## src/rtl/eu_operand_collector.sv

```systemverilog
// Execution-unit operand collector: gathers NUM_RX source operands over independent RX channels,
// hands them to the ALU and parks results in a small address-searchable result buffer.
module eu_operand_collector #(
  parameter int NUM_RX    = 2,
  parameter int DATA_W    = 16,
  parameter int ADDR_W    = 8,
  parameter int OPC_W     = 4,
  parameter int RES_DEPTH = 4
) (
  input  logic                     clk,
  input  logic                     reset,
  input  logic                     instr_valid_i,
  input  logic [OPC_W-1:0]         instr_opc_i,
  input  logic [NUM_RX*ADDR_W-1:0] instr_src_addr_i,
  input  logic [ADDR_W-1:0]        instr_dst_addr_i,
  output logic                     ready_for_next_instr_o,
  output logic [NUM_RX-1:0]        rx_req_valid_o,
  output logic [NUM_RX*ADDR_W-1:0] rx_req_addr_o,
  input  logic [NUM_RX*DATA_W-1:0] rx_data_i,
  input  logic [NUM_RX-1:0]        rx_success_i,
  output logic                     alu_valid_o,
  output logic [OPC_W-1:0]         alu_opc_o,
  output logic [NUM_RX*DATA_W-1:0] alu_operands_o,
  input  logic                     alu_done_i,
  input  logic [DATA_W-1:0]        alu_result_i,
  input  logic                     icon_tx_req_valid_i,
  input  logic [ADDR_W-1:0]        icon_tx_addr_i,
  output logic [DATA_W-1:0]        icon_tx_data_o,
  output logic                     icon_tx_success_o
);

  localparam int IDX_W = (RES_DEPTH > 1) ? $clog2(RES_DEPTH) : 1;

  typedef enum logic [1:0] {
    ST_IDLE  = 2'd0,
    ST_FETCH = 2'd1,
    ST_EXEC  = 2'd2,
    ST_WRITE = 2'd3
  } state_e;

  state_e                   state_q, state_d;
  logic [OPC_W-1:0]         opc_q, opc_d;
  logic [NUM_RX*ADDR_W-1:0] src_q, src_d;
  logic [ADDR_W-1:0]        dst_q, dst_d;
  logic [NUM_RX-1:0]        got_q, got_d;
  logic [NUM_RX*DATA_W-1:0] ops_q, ops_d;
  logic [DATA_W-1:0]        res_q, res_d;
  logic [RES_DEPTH-1:0]     bv_q, bv_d;
  logic [ADDR_W-1:0]        ba_q [RES_DEPTH];
  logic [ADDR_W-1:0]        ba_d [RES_DEPTH];
  logic [DATA_W-1:0]        bd_q [RES_DEPTH];
  logic [DATA_W-1:0]        bd_d [RES_DEPTH];

  logic [RES_DEPTH-1:0]     match_s;
  logic                     hit_s;
  logic                     full_s;
  logic [IDX_W-1:0]         hit_idx_s;
  logic [IDX_W-1:0]         wr_idx_s;

  // Scanning downward leaves the lowest matching / lowest free index in place.
  always_comb begin
    match_s   = '0;
    hit_idx_s = '0;
    wr_idx_s  = '0;
    for (int i = RES_DEPTH - 1; i >= 0; i--) begin
      match_s[i] = icon_tx_req_valid_i && bv_q[i] && (ba_q[i] == icon_tx_addr_i);
      hit_idx_s  = match_s[i] ? IDX_W'(i) : hit_idx_s;
      wr_idx_s   = !bv_q[i] ? IDX_W'(i) : wr_idx_s;
    end
    hit_s             = |match_s;
    full_s            = &bv_q;
    icon_tx_success_o = hit_s;
    icon_tx_data_o    = hit_s ? bd_q[hit_idx_s] : '0;
  end

  always_comb begin
    state_d = state_q;
    opc_d   = opc_q;
    src_d   = src_q;
    dst_d   = dst_q;
    got_d   = got_q;
    ops_d   = ops_q;
    res_d   = res_q;
    bv_d    = bv_q;
    ba_d    = ba_q;
    bd_d    = bd_q;
    ready_for_next_instr_o = 1'b0;
    rx_req_valid_o         = '0;
    rx_req_addr_o          = '0;
    alu_valid_o            = 1'b0;
    alu_opc_o              = '0;
    alu_operands_o         = '0;

    // A read hit can never target the slot being written (that slot is free in bv_q).
    if (hit_s) begin
      bv_d[hit_idx_s] = 1'b0;
    end else begin
      bv_d = bv_q;
    end

    case (state_q)
      ST_IDLE: begin
        ready_for_next_instr_o = ~full_s;
        if (instr_valid_i && !full_s) begin
          opc_d = instr_opc_i;
          src_d = instr_src_addr_i;
          dst_d = instr_dst_addr_i;
          ops_d = '0;
          for (int i = 0; i < NUM_RX; i++) begin
            got_d[i] = (instr_src_addr_i[i*ADDR_W +: ADDR_W] == '0);
          end
          state_d = ST_FETCH;
        end else begin
          state_d = ST_IDLE;
        end
      end
      ST_FETCH: begin
        for (int i = 0; i < NUM_RX; i++) begin
          rx_req_valid_o[i] = ~got_q[i];
          rx_req_addr_o[i*ADDR_W +: ADDR_W] = got_q[i] ? '0 : src_q[i*ADDR_W +: ADDR_W];
          if (rx_success_i[i] && !got_q[i]) begin
            got_d[i] = 1'b1;
            ops_d[i*DATA_W +: DATA_W] = rx_data_i[i*DATA_W +: DATA_W];
          end else begin
            got_d[i] = got_q[i];
          end
        end
        state_d = (&got_d) ? ST_EXEC : ST_FETCH;
      end
      ST_EXEC: begin
        alu_valid_o    = 1'b1;
        alu_opc_o      = opc_q;
        alu_operands_o = ops_q;
        if (alu_done_i) begin
          res_d   = alu_result_i;
          state_d = ST_WRITE;
        end else begin
          state_d = ST_EXEC;
        end
      end
      ST_WRITE: begin
        bv_d[wr_idx_s] = 1'b1;
        ba_d[wr_idx_s] = dst_q;
        bd_d[wr_idx_s] = res_q;
        state_d        = ST_IDLE;
      end
      default: begin
        state_d = ST_IDLE;
      end
    endcase
  end

  always_ff @(posedge clk) begin
    if (reset) begin
      state_q <= ST_IDLE;
      opc_q   <= '0;
      src_q   <= '0;
      dst_q   <= '0;
      got_q   <= '0;
      ops_q   <= '0;
      res_q   <= '0;
      bv_q    <= '0;
      for (int i = 0; i < RES_DEPTH; i++) begin
        ba_q[i] <= '0;
        bd_q[i] <= '0;
      end
    end else begin
      state_q <= state_d;
      opc_q   <= opc_d;
      src_q   <= src_d;
      dst_q   <= dst_d;
      got_q   <= got_d;
      ops_q   <= ops_d;
      res_q   <= res_d;
      bv_q    <= bv_d;
      ba_q    <= ba_d;
      bd_q    <= bd_d;
    end
  end

endmodule

```

## config.mk

```make
export PLATFORM = sky130hd
export DESIGN_NAME = eu_operand_collector
export DESIGN_NICKNAME = d
export VERILOG_FILES = /design/src/rtl/eu_operand_collector.sv
export SDC_FILE = /design/constraint.sdc
export NUM_CORES = 1
export LEC_CHECK = 0
export CAP_MARGIN = 20
export CORE_MARGIN = 2
export CORE_UTILIZATION = 50
export DETAILED_ROUTE_END_ITERATION = 10
export DONT_BUFFER_PORTS = 1
export MAX_ROUTING_LAYER = met4
export PLACE_DENSITY = 0.68
export SYNTH_ARGS = -nofsm -noshare
export SYNTH_HDL_FRONTEND = slang
export SYNTH_SLANG_ARGS = --single-unit
```

## constraint.sdc

```tcl
create_clock -name clk -period 1.8 [get_ports clk]
set_input_delay 0.18 -clock clk [delete_from_list [all_inputs] [get_ports clk]]
set_output_delay 0.18 -clock clk [all_outputs]
set_load 0.005 [all_outputs]
```

# Word-level counts from Yosys, hierarchy flattened
# Index checks and enable logic that the tools add are counted.
# Widths: inputs -> output; s select.
# op_classes
reduce_logical,29
n_eq_ne,10
order_cmp,7
n_mux,46
bitwise_logic,8
# ops
op,count
$mux 16,7
$bwmux 64,1
$mux 32,2
$pmux 32 s2,1
$bmux 16 s2,1
$bwmux 32,1
$demux 16 s2,1
$eq 8x8->1,4
$mux 8,3
$mux 2,11
$demux 8 s2,1
$logic_not 8->1,2
$logic_and 1x1->1,14
$mux 4,3
$mux 1,10
$pmux 2 s4,1
$reduce_and 2->1,4
$ge 3x3->1 const B,2
$lt 2x3->1 const B,2
$ne 2x2->1 const B,3
$not 2->3,2
$reduce_and 3->1,2
$and 4x4->4,1
$demux 1 s2,2
other kinds (13),19
# totals
register_bits,180
output_inout_bits,73
elab_cells,117
inputBits,91

# Longest topological paths before layout
# Gate-level depths: netlist of run 1.
# depth
depth_word,15
depth_mapped,8
ltp_nobuf,5

# Worst setup path after synthesis of run 1
# OpenSTA, ideal clock, no wires.
# synth_timing
kind,flip-flop to output port
from,register ba_q[18] (netlist name)
to,output port icon_tx_data_o[11]
path_slack_ns,-0.008
t_arrival_ns,1.628
stages_incl_launch_ff,8
path_buffers,2
path_cell_list,dfxtp_1 xnor2_1 nand4_2 or3_1 buf_2 buf_6 a311oi_1 a211oi_1
# synth_between
elab_chain_cells,9
word_cells_on_any_way,10
cone_classes,eq/ne (1); mux (6); bitwise (1); reduce/logical (2)
# synth_lines
element,line,rtl
from (decl),49,logic [ADDR_W-1:0] ba_q [RES_DEPTH];
"from (signal, indexed assignment)",164,ba_q[i] <= '0;
from (signal assigned),176,ba_q <= ba_d;
$eq 8x8->1 (*),66,match_s[i] = icon_tx_req_valid_i && bv_q[i] && (ba_q[i] == icon_tx_addr_i);
$logic_and 1x1->1 (*),66,
$mux 2 (2 in a row),67,hit_idx_s = match_s[i] ? IDX_W'(i) : hit_idx_s;
$not 2->3 (implied by the code),73,icon_tx_data_o = hit_s ? bd_q[hit_idx_s] : '0;
$bmux 16 s2,73,
$mux 16 (implied by the code) (2 in a row),73,
$mux 16 (*),73,
to (decl),28,"output logic [DATA_W-1:0] icon_tx_data_o,"
# Mark *: on every way between the ends. The rest lies on a longest branch, timed or not. The select of a mux whose other input is x is not followed.

# Worst setup path after layout of run 1
# layout_timing
from,register ba_q[10] (netlist name)
to,output port icon_tx_data_o[12]
# layout_between
elab_chain_cells,10
word_cells_on_any_way,11
cone_classes,eq/ne (1); mux (7); bitwise (1); reduce/logical (2)
# layout_lines
element,line
$eq 8x8->1 (*),66
$logic_and 1x1->1 (*),66
$mux 2 (3 in a row),67
$not 2->3 (implied by the code),73
$bmux 16 s2,73
$mux 16 (implied by the code) (2 in a row),73
$mux 16 (*),73
# Marked as above.

==> results.md, run 1 <==
Clocking
- **CTS HTree Levels** 4
- **Clock Tree Buf Depth** 2
- **CTS tree** done
- **TritonCTS buffer count** 17
- **Num Clock Sinks** 180
- **Worst-path clk slew** 0.07 ns
- **Clk Tree Root Cell** clkbuf_16
- **cts-stage hold buffer count** 1
- **latest clock arrival within the worst-skew pair** 0.44 ns

Power and ir drop
- **power per cell area** 922 nW/µm²
- **LEAKAGE** 3.02 nW
- **worst vdd rail ir drop** 0.677 mV

Final layout
- **Non-Filler Cell Area, Final** 9190 µm²
- **number of fill cells in the layout** 1373
- **Layout Nets** 1120
- **post-layout utilization of the core** 60.2%
- **layout cells sized above 1** 14.5%
- **relative area change from synthesis to final layout** 17.6%
- **area taken by multi-input logic gates** 4120 µm²
- **Inserted Diodes** 0
- **Seq. cell area** 3610 µm²
- **commonest non-fill, non-tap cells in the layout** nand2_1 (317), a21oi_1 (182), dfxtp_1 (176)
- **leading cell type in the layout, fill and taps excluded** nand2_1

Die
- **die extent in y** 129 µm
- **core outline area** 15300 µm²
- **ports placed on the boundary** 164
- **die width** 129 µm
- **die area** 16600 µm²
- **row count** 45
- **Initial Utilization** 51.2%

Route
- **DRC errors left** 0
- **DRT Pass-1 Iters** 6
- **average wire per cell in the routed design** 17.5 µm
- **number of nets with antenna violations after detailed routing** 0
- **DRC marker count from the first detailed-route iteration** 549
- **number of vias after detailed routing** 7019
- **final wirelength** 21.9 mm
- **number of vias per cell** 5.61

Yosys
- **number of distinct standard cells referenced by the synthesized netlist** 35
- **warning count from the yosys run** 0
- **net count after synthesis** 1124
- **Synth Cell Area** 7810 µm²
- **portion of synthesized cell area occupied by the leading cell type** 46.1%
- **top flip-flop cell by instance count after synthesis** dfxtp_1
- **Synth area leaders** dfxtp_1 (46%), nand2_1 (15%), a21oi_1 (12%)
- **flop and latch count out of synthesis** 180
- **EDFF count, synth** 0
- **cell type with the largest total area after synthesis** dfxtp_1
- **number of cells produced by synthesis** 1033
- **average footprint of a synthesized cell** 7.56 µm²
- **post-synthesis sequential area ratio** 46.1%
- **proportion of synthesized flip-flops having asynchronous set or reset** 0%

STA
- **maximum achievable frequency** 0.414 GHz
- **number of hold violations in the final report** 179
- **worst setup margin** -0.614 ns
- **Slew Limit Fails** 0
- **hold slack** -0.193 ns
- **final-report setup violation count** 17
- **slew at the pin with the worst max-slew slack** 0.751 ns
- **relative slew slack** 49.8%
- **setup clock skew after layout** 0.0102 ns
- **RSZ-0062 raised after global routing** true
- **final critical-path share of the clock period** 134%
- **Final min period** 2.41 ns

Place
- **hpwl dp** 13.7 mm
- **number of input and output port buffers inserted** 0
- **area after detailed placement** 8160 µm²
- **Final Wtd Congestion** 0.851

Flow run
- **max-capacitance violation count** 0

Critical path
- **sort of element at the end of the critical path** output pin
- **required time at the worst-slack endpoint** 1.62 ns
- **crit path max fanout** 5
- **kind of critical path** flop to output pin
- **worst path arrival time** 2.23 ns
- **Critical Path Source Type** flop

Outcome
- **outcome** complete, but fails checks
- **violations in the final reports** negative hold slack, negative setup slack

Global routing
- **gr usage total** 26.7%
- **total overflow reported by the global router** 0
- **via count of the first global-routing pass** 6566
- **pin count of the biggest net entering global routing** 181
- **number of antenna violations at the first check in global routing** 0
- **first-pass GRT wire length** 33.9 mm

Hold path
- **Tightest Hold Check Type** input pin to flop

power by group:
| group | switching [W] | total, W | internal (W) |
|---|---|---|---|
| registers | 0.0000727 | 0.00415 | 0.00407 |
| clock network | 0.00162 | 0.00382 | 0.00220 |
| logic | 0.000314 | 0.000500 | 0.000186 |
| total | 0.00201 | 0.00847 | 0.00646 |
Yosys cell counts (17+ instances only):
| cell | number |
|---|---|
| nor4_1 | 21 |
| dfxtp_1 | 180 |
| a21oi_1 | 183 |
| nor2_1 | 25 |
| a311oi_1 | 17 |
| and2_1 | 54 |
| clkbuf_1 | 59 |
| nand2_1 | 317 |
| xnor2_1 | 17 |
| a211oi_1 | 17 |
| nand4_1 | 18 |
| nand3_1 | 39 |
worst max-delay path, cell delays in order (launching register included):
cell and delay (ns):
dfxtp_2 0.32, xor2_1 0.13, nor4_1 0.30, buf_4 0.17, and3_4 0.25, buf_8 0.15
a311oi_2 0.12, a211oi_2 0.35
through the flow:
step	cells	total power [W]	setup WS (ns)	hold WS, ns	setup TNS (ns)
2_1_floorplan	1033	0.00461	0.00130	0.316	0
3_3_place_gp	1215	0.00471	-0.281	0.260	-3.55
3_5_place_dp	1215	0.00471	-0.287	0.263	-3.81
4_1_cts	1251	0.00850	-0.569	-0.200	-8.97
5_1_grt	1251	0.00875	-0.638	-0.211	-10.06
6_report	1251	0.00847	-0.614	-0.193	-9.00
worst paths after layout:
check / start / endpoint / slack [ns] / cells past startpoint
worst max-delay path: ba_q[10] / icon_tx_data_o[12] / -0.61 / 7
worst min-delay path: reset / src_q[7] / -0.19 / 1
worst max register to register: ba_q[26] / bv_q[3] / 0.08 / 6
worst min register to register: ops_q[19] / ops_q[19] / 0.44 / 2
sequential cells by signal (all words and copies together) (netlist names):
register and cells:
src_q 16, dst_q 8, bd_q 64, ops_q 32, bv_q 4, opc_q 4, got_q 2, res_q 16
ba_q 32, state_q 2
layer usage:
layer	wire length [µm]	GRT usage (%)
met2	10400	41.2
met4	399	7.23
met5	0	-
met1	9180	34.1
met3	1920	8.07
layout make-up:
| cell class | instances | area share, % |
|---|---|---|
| Multi-Input combinational cell | 756 | 44.8 |
| Sequential cell | 180 | 39.3 |
| Timing Repair Buffer | 57 | 5.87 |
| Clock buffer | 18 | 4.67 |
| Tap cell | 211 | 2.87 |
| Clock inverter | 12 | 1.82 |
| Inverter | 17 | 0.695 |
logic make-up (layout without fill, tap and decap cells):
group / after synthesis / after routing / share of synthesized area [%]
AND/OR/NAND/NOR: 501 / 501 / 29.0
AO/OA/AOI/OAI: 223 / 223 / 15.8
flip-flops: 180 / 180 / 46.1
buffers and inverters: 97 / 104 / 5.35
XOR/XNOR: 32 / 32 / 3.68
what timing repair did:
| action | CTS | global route |
|---|---|---|
| endpoints found under the hold margin | 180 | 179 |
| setup buffers | 4 | 0 |
| pin swaps | 22 | 18 |
| gates resized for setup | 45 | 32 |
| gates cloned | 1 | 0 |
| setup endpoints to repair | 70 | 79 |
(Power assumes the default switching activity.)
==> run 2, diff against run 1 <==
Settings changed: CORE_ASPECT_RATIO set to 0.9, PLACE_DENSITY 0.68 to not set.
Clock period 1.8 ns to 3 ns, I/O delays scaled along.
==> run 2 against run 1 <==
The flow now finishes without violations. Register-to-register slack gained 0.56 ns. Setup slack better by 0.83 ns. First-iteration DRC count up 20%. Routed wire length up 0.75%. Via count increased by 0.46%. Sequential power fell by 40%. Highest routed layer unchanged.
==> results.md, run 2 (synthesis results as in run 1) <==
STA
- **relative slew slack** 27.4%, -22 points
- **number of hold violations in the final report** 0, -100%
- **Final min period** 2.78 ns
- **setup clock skew after layout** 0.00671 ns, -0.00344 ns
- **maximum achievable frequency** 0.360 GHz
- **Slew Limit Fails** 0, unchanged
- **slew at the pin with the worst max-slew slack** 1.09 ns, +0.337 ns
- **final-report setup violation count** 0, -17
- **final critical-path share of the clock period** 92.7%
- **total negative slack for setup checks** 0 ns, +9.00 ns
- **RSZ-0062 raised after global routing** false
- **hold slack** 0.0129 ns, +0.206 ns

Route
- **DRC marker count from the first detailed-route iteration** 660, +20%
- **DRC errors left** 0, unchanged
- **number of vias after detailed routing** 7051, +0.46%
- **number of vias per cell** 5.52, -1.6%
- **average wire per cell in the routed design** 17.3 µm, -1.3%
- **final wirelength** 22.1 mm, +0.75%
- **DRT Pass-1 Iters** 5, -1
- **number of nets with antenna violations after detailed routing** 0, unchanged

Clocking
- **CTS HTree Levels** 4, unchanged
- **CTS tree** done
- **Num Clock Sinks** 180, unchanged
- **latest clock arrival within the worst-skew pair** 0.44 ns, about the same
- **TritonCTS buffer count** 17, unchanged
- **Worst-path clk slew** 0.07 ns, about the same
- **# resized after CTS** 0, -100%
- **Clock Tree Buf Depth** 2, unchanged
- **Clk Tree Root Cell** clkbuf_16

Power and ir drop
- **total power draw** 0.00560 W, -34%
- **power per cell area** 601 nW/µm², -35%
- **LEAKAGE** 3.21 nW, +6.2%
- **worst vdd rail ir drop** 0.396 mV, -41%

Critical path
- **worst path arrival time** 2.48 ns, +0.25 ns
- **kind of critical path** flop to output pin
- **Critical Path Source Type** flop
- **worst flop-to-flop path startpoint** bv_q[2]
- **cell chain of the critical path** xor2_1 -> nor4_1 -> and3_1 -> buf_4 -> a311oi_1 -> a211oi_1
- **Worst Reg-to-Reg Cells** 6, unchanged
- **required time at the worst-slack endpoint** 2.70 ns, +1.08 ns
- **crit path max fanout** 11, +6
- **critical path launch point** ba_q[9]
- **sort of element at the end of the critical path** output pin
- **slowest CP cell** nor4_1
- **slowest cell delay on critical path** 0.51 ns, +0.16 ns

Global routing
- **number of antenna violations at the first check in global routing** 1, +1
- **via count of the first global-routing pass** 6743, +2.7%
- **gr usage total** 28.1%, +1.4 points
- **first-pass GRT wire length** 35.3 mm, +4.1%
- **total overflow reported by the global router** 0, unchanged
- **pin count of the biggest net entering global routing** 150, -17%

Outcome
- **outcome** complete, no violations

Die
- **die width** 136 µm, +5.2%
- **row count** 43, -4.4%
- **ports placed on the boundary** 164, unchanged
- **Initial Utilization** 50.9%, -0.25 points
- **die extent in y** 123 µm, -5.0%
- **core outline area** 15300 µm², +0.49%
- **die area** 16600 µm², about the same

Final layout
- **commonest non-fill, non-tap cells in the layout** nand2_1 (317), a21oi_1 (182), dfxtp_1 (180)
- **post-layout utilization of the core** 60.8%, +0.54 points
- **relative area change from synthesis to final layout** 19.3%
- **register containing the most flip-flops in the final layout** bd_q
- **Layout Nets** 1152, +2.9%
- **leading cell type in the layout, fill and taps excluded** nand2_1
- **max reg flops** 64, unchanged
- **layout cells sized above 1** 7.17%, -7.3 points
- **largest registers ranked by flip-flop count** bd_q (64), ba_q (32), ops_q (32)

Hold path
- **startpoint of the worst hold path** rx_data_i[12]
- **Tightest Hold Check Type** input pin to flop
- **Hold Path Depth** 2, +1

Place
- **hpwl dp** 13.5 mm, -1.3%
- **Final Wtd Congestion** 0.812, -4.5%
- **number of input and output port buffers inserted** 0, unchanged

Flow run
- **max-capacitance violation count** 0, unchanged

[run 2: cell count changes in the layout (fill, tap and decap cells not counted), sizes merged]
cell         delta
dlygate4sd3    +58
clkinvlp        +1
diode           +1
bufinv          +5
buf            -26
inv             -5
clkbuf          +1
[run 2: power breakdown]
| group | total (W) | leakage [nW] | switching (W) | internal, W |
|---|---|---|---|---|
| clock | 0.00273 | 0.354 | 0.000957 | 0.00178 |
| combinational | 0.000382 | 1.40 | 0.000228 | 0.000153 |
| sequential | 0.00249 | 1.46 | 0.0000404 | 0.00244 |
| total | 0.00560 | 3.21 | 0.00123 | 0.00437 |
[run 2: layer usage]
metal / up-vias / GRT usage [%] / wire length [µm]
li1: 3511 / - / -
met1: 3297 / 37.6 / 10100
met2: 206 / 42.0 / 10100
met3: 37 / 6.73 / 1400
met4: 0 / 8.85 / 422
met5: - / - / 0
[run 2: area by class of cell]
type / count / area, µm²
antenna: 1 / 2.50
tap: 202 / 253
clock inverter: 13 / 275
clock buffer: 19 / 453
inverter: 17 / 63.8
sequential: 180 / 3600
fill: 1480 / 6020
multi-input combinational: 756 / 3810
timing repair buffer: 89 / 856
[run 2: critical path, delay by kind of cell, from the launching register on]
kind	cells	cell delay (ns)
simple gates	2	0.84
compound gates	2	0.51
flops	1	0.32
buf+inv	1	0.22
xor+xnor	1	0.16
[run 2: final timing paths]
check        slack (ns)                 to
min reg2reg        0.45           ops_q[3]
max                0.22  icon_tx_data_o[9]
min                0.01          ops_q[12]
max reg2reg        0.64           ops_q[5]
[run 2: what timing repair did]
item	4_1_cts	5_1_grt
hold buffers	58	2
buffers inserted	0	0
endpoints found under the hold margin	179	2
[run 2: through the flow]
step,cell area [µm²],instances,setup WS [ns]
floorplan,7810,1033,1.01
global placement,7940,1183,0.699
detailed placement,7940,1183,0.635
CTS,9270,1273,0.101
global route,9320,1277,0.0117
finish,9320,1277,0.219
==> run 3, diff against run 2 <==
--- a/config.mk
+++ b/config.mk
@@ -10,4 +10,5 @@
 export CORE_MARGIN = 2
 export CORE_UTILIZATION = 50
+export CTS_CLUSTER_DIAMETER = 120
 export DETAILED_ROUTE_END_ITERATION = 10
 export DONT_BUFFER_PORTS = 1
==> constraint.sdc (replaced) <==
create_clock -name clk -period 3 [get_ports clk]
set_input_delay 0.6 -clock clk [delete_from_list [all_inputs] [get_ports clk]]
set_output_delay 0.6 -clock clk [all_outputs]
set_load 0.005 [all_outputs]
==> run 3 against run 2 <==
Clock skew grew 0.0033 ns. Final cell count shrank 4.8%. Setup slack lost 0.076 ns. Flip-flop and latch count is the same. Fmax shrank 2.7%. Cell area shrank 8.0%. Hold slack gained 0.24 ns. Critical path depth is the same.
==> results.md, run 3 (synthesis results as in run 1) <==
Power and ir drop
- **total power draw** 0.00490 W, -13%
- **worst vdd rail ir drop** 0.409 mV, +3.2%
- **power per cell area** 572 nW/µm², -4.9%
- **LEAKAGE** 2.79 nW, -13%

Outcome
- **outcome** complete, no violations

Global routing
- **total overflow reported by the global router** 0, unchanged
- **number of antenna violations at the first check in global routing** 0, -1
- **via count of the first global-routing pass** 6480, -3.9%
- **gr usage total** 26.8%, -1.2 points
- **first-pass GRT wire length** 34.1 mm, -3.4%
- **pin count of the biggest net entering global routing** 181, +21%

Flow run
- **max-capacitance violation count** 0, unchanged

Route
- **DRT Pass-1 Iters** 5, unchanged
- **DRC marker count from the first detailed-route iteration** 423, -36%
- **number of vias per cell** 5.60, +1.4%
- **final wirelength** 21.3 mm, -3.7%
- **DRC errors left** 0, unchanged
- **average wire per cell in the routed design** 17.5 µm, +1.2%
- **number of nets with antenna violations after detailed routing** 0, unchanged
- **number of vias after detailed routing** 6805, -3.5%

STA
- **RSZ-0062 raised after global routing** false
- **maximum achievable frequency** 0.350 GHz, -2.7%
- **Final min period** 2.86 ns, +0.0763 ns
- **final critical-path share of the clock period** 95.3%, +2.5 points
- **relative slew slack** 25.7%, -1.7 points
- **slew at the pin with the worst max-slew slack** 1.11 ns, +0.0260 ns
- **total negative slack for setup checks** 0 ns, unchanged
- **final-report setup violation count** 0, unchanged
- **setup clock skew after layout** 0.0100 ns, +0.00328 ns
- **Slew Limit Fails** 0, unchanged
- **number of hold violations in the final report** 0, unchanged

Hold path
- **Hold Path Depth** 1, -1
- **hold-critical path endpoint** src_q[13]
- **startpoint of the worst hold path** reset
- **Tightest Hold Check Type** input pin to flop

Critical path
- **worst flop-to-flop path startpoint** state_q[0]
- **required time at the worst-slack endpoint** 2.40 ns, -0.30 ns
- **internal reg-to-reg setup slack** 0.97 ns, +0.33 ns
- **Worst Reg-to-Reg Cells** 5, -1
- **WP buf/inv** 1, unchanged
- **Critical Path Source Type** flop
- **Crit Reg-Reg Endpoint** ops_q[25]
- **Worst path top cell family by delay** simple AND/OR/NAND/NOR gates
- **crit path max fanout** 11, unchanged
- **worst path arrival time** 2.26 ns, -0.22 ns
- **slowest cell delay on critical path** 0.39 ns, -0.12 ns
- **sort of element at the end of the critical path** output pin
- **cell chain of the critical path** xor2_1 -> nor4_2 -> and3_1 -> buf_4 -> a311oi_1 -> a211oi_1
- **kind of critical path** flop to output pin
- **slowest CP cell** a211oi_1

Clocking
- **CTS tree** done
- **TritonCTS buffer count** 17, unchanged
- **Worst-path clk slew** 0.06 ns, about the same
- **Clk Tree Root Cell** clkbuf_16
- **Clock Tree Buf Depth** 2, unchanged
- **CTS HTree Levels** 4, unchanged
- **latest clock arrival within the worst-skew pair** 0.43 ns, about the same
- **Num Clock Sinks** 180, unchanged

Die
- **die width** 136 µm, unchanged
- **die area** 16600 µm², unchanged
- **core outline area** 15300 µm², unchanged
- **die extent in y** 123 µm, unchanged
- **Initial Utilization** 50.9%, unchanged
- **ports placed on the boundary** 164, unchanged
- **row count** 43, unchanged

Place
- **number of input and output port buffers inserted** 0, unchanged
- **Final Wtd Congestion** 0.833, +2.6%
- **hpwl dp** 13.6 mm, +0.40%

Final layout
- **relative area change from synthesis to final layout** 9.69%
- **Layout Nets** 1092, -5.2%
- **commonest non-fill, non-tap cells in the layout** nand2_1 (317), a21oi_1 (182), dfxtp_1 (180)
- **max reg flops** 64, unchanged
- **Inserted Diodes** 0, -1
- **layout cells sized above 1** 8.19%, +1.0 points
- **leading cell type in the layout, fill and taps excluded** nand2_1
- **register containing the most flip-flops in the final layout** bd_q
- **largest registers ranked by flip-flop count** bd_q (64), ba_q (32), ops_q (32)

[run 3: cell count changes in the layout (fill, tap and decap cells not counted), moves of 3 or more]
| cell | delta |
|---|---|
| clkinvlp_4 | +5 |
| clkinv_2 | +3 |
| dlygate4sd3_1 | -59 |
| a211oi_2 | +4 |
| bufinv_16 | -7 |
| a211oi_1 | -4 |
[run 3: cell type report]
| class | instances | area [µm²] |
|---|---|---|
| clock buffers | 19 | 453 |
| well taps | 202 | 253 |
| fillers | 1490 | 6770 |
| multi-input cells | 756 | 3850 |
| inverters | 17 | 63.8 |
| clock inverters | 13 | 109 |
| flip-flops and latches | 180 | 3600 |
| repair buffers | 29 | 238 |
[run 3: how the worst max path moves through the flow]
stage	endpoint	slack [ns]	depth (start not counted)	start
floorplan	icon_tx_data_o[11]	0.41	8	icon_tx_addr_i[3]
global placement	icon_tx_data_o[12]	0.20	6	icon_tx_addr_i[1]
detailed placement	icon_tx_data_o[12]	0.21	6	icon_tx_addr_i[1]
CTS	icon_tx_data_o[12]	0.001	6	ba_q[9]
global route	icon_tx_data_o[4]	0.01	6	ba_q[31]
finish	icon_tx_data_o[4]	0.14	6	ba_q[31]
[run 3: stage by stage]
step / util (%) / instance area [µm²] / std cells / hold slack [ns] / worst slack, ns
after floorplan: - / 7810 / 1033 / 0.427 / 0.408
after global placement: 51.8 / 7950 / 1183 / 0.428 / 0.204
after detailed placement: 51.8 / 7950 / 1183 / 0.433 / 0.210
final: 55.9 / 8570 / 1216 / 0.249 / 0.142
after CTS: 55.5 / 8510 / 1215 / 0.225 / 0.00110
after global routing: 55.9 / 8570 / 1216 / 0.230 / 0.0105
[run 3: where the power goes]
group	switching, W	internal (W)	leakage, nW
clock	0.000957	0.00118	0.263
combinational	0.000180	0.0000961	1.07
sequential	0.0000399	0.00244	1.46
[run 3: repair_timing]
item	in CTS	in global routing
hold endpoints to repair	0	0
hold buffers	0	0
buffers inserted	0	0
gates resized for setup	0	7
endpoints found under the setup margin	0	16
[run 3: layer usage]
metal / GRT usage, % / up-vias / wire, µm
li1: - / 3393 / -
met1: 36.4 / 3198 / 10100
met2: 40.8 / 193 / 9520
met3: 6.65 / 21 / 1410
met4: 5.79 / 0 / 247
met5: - / - / 0
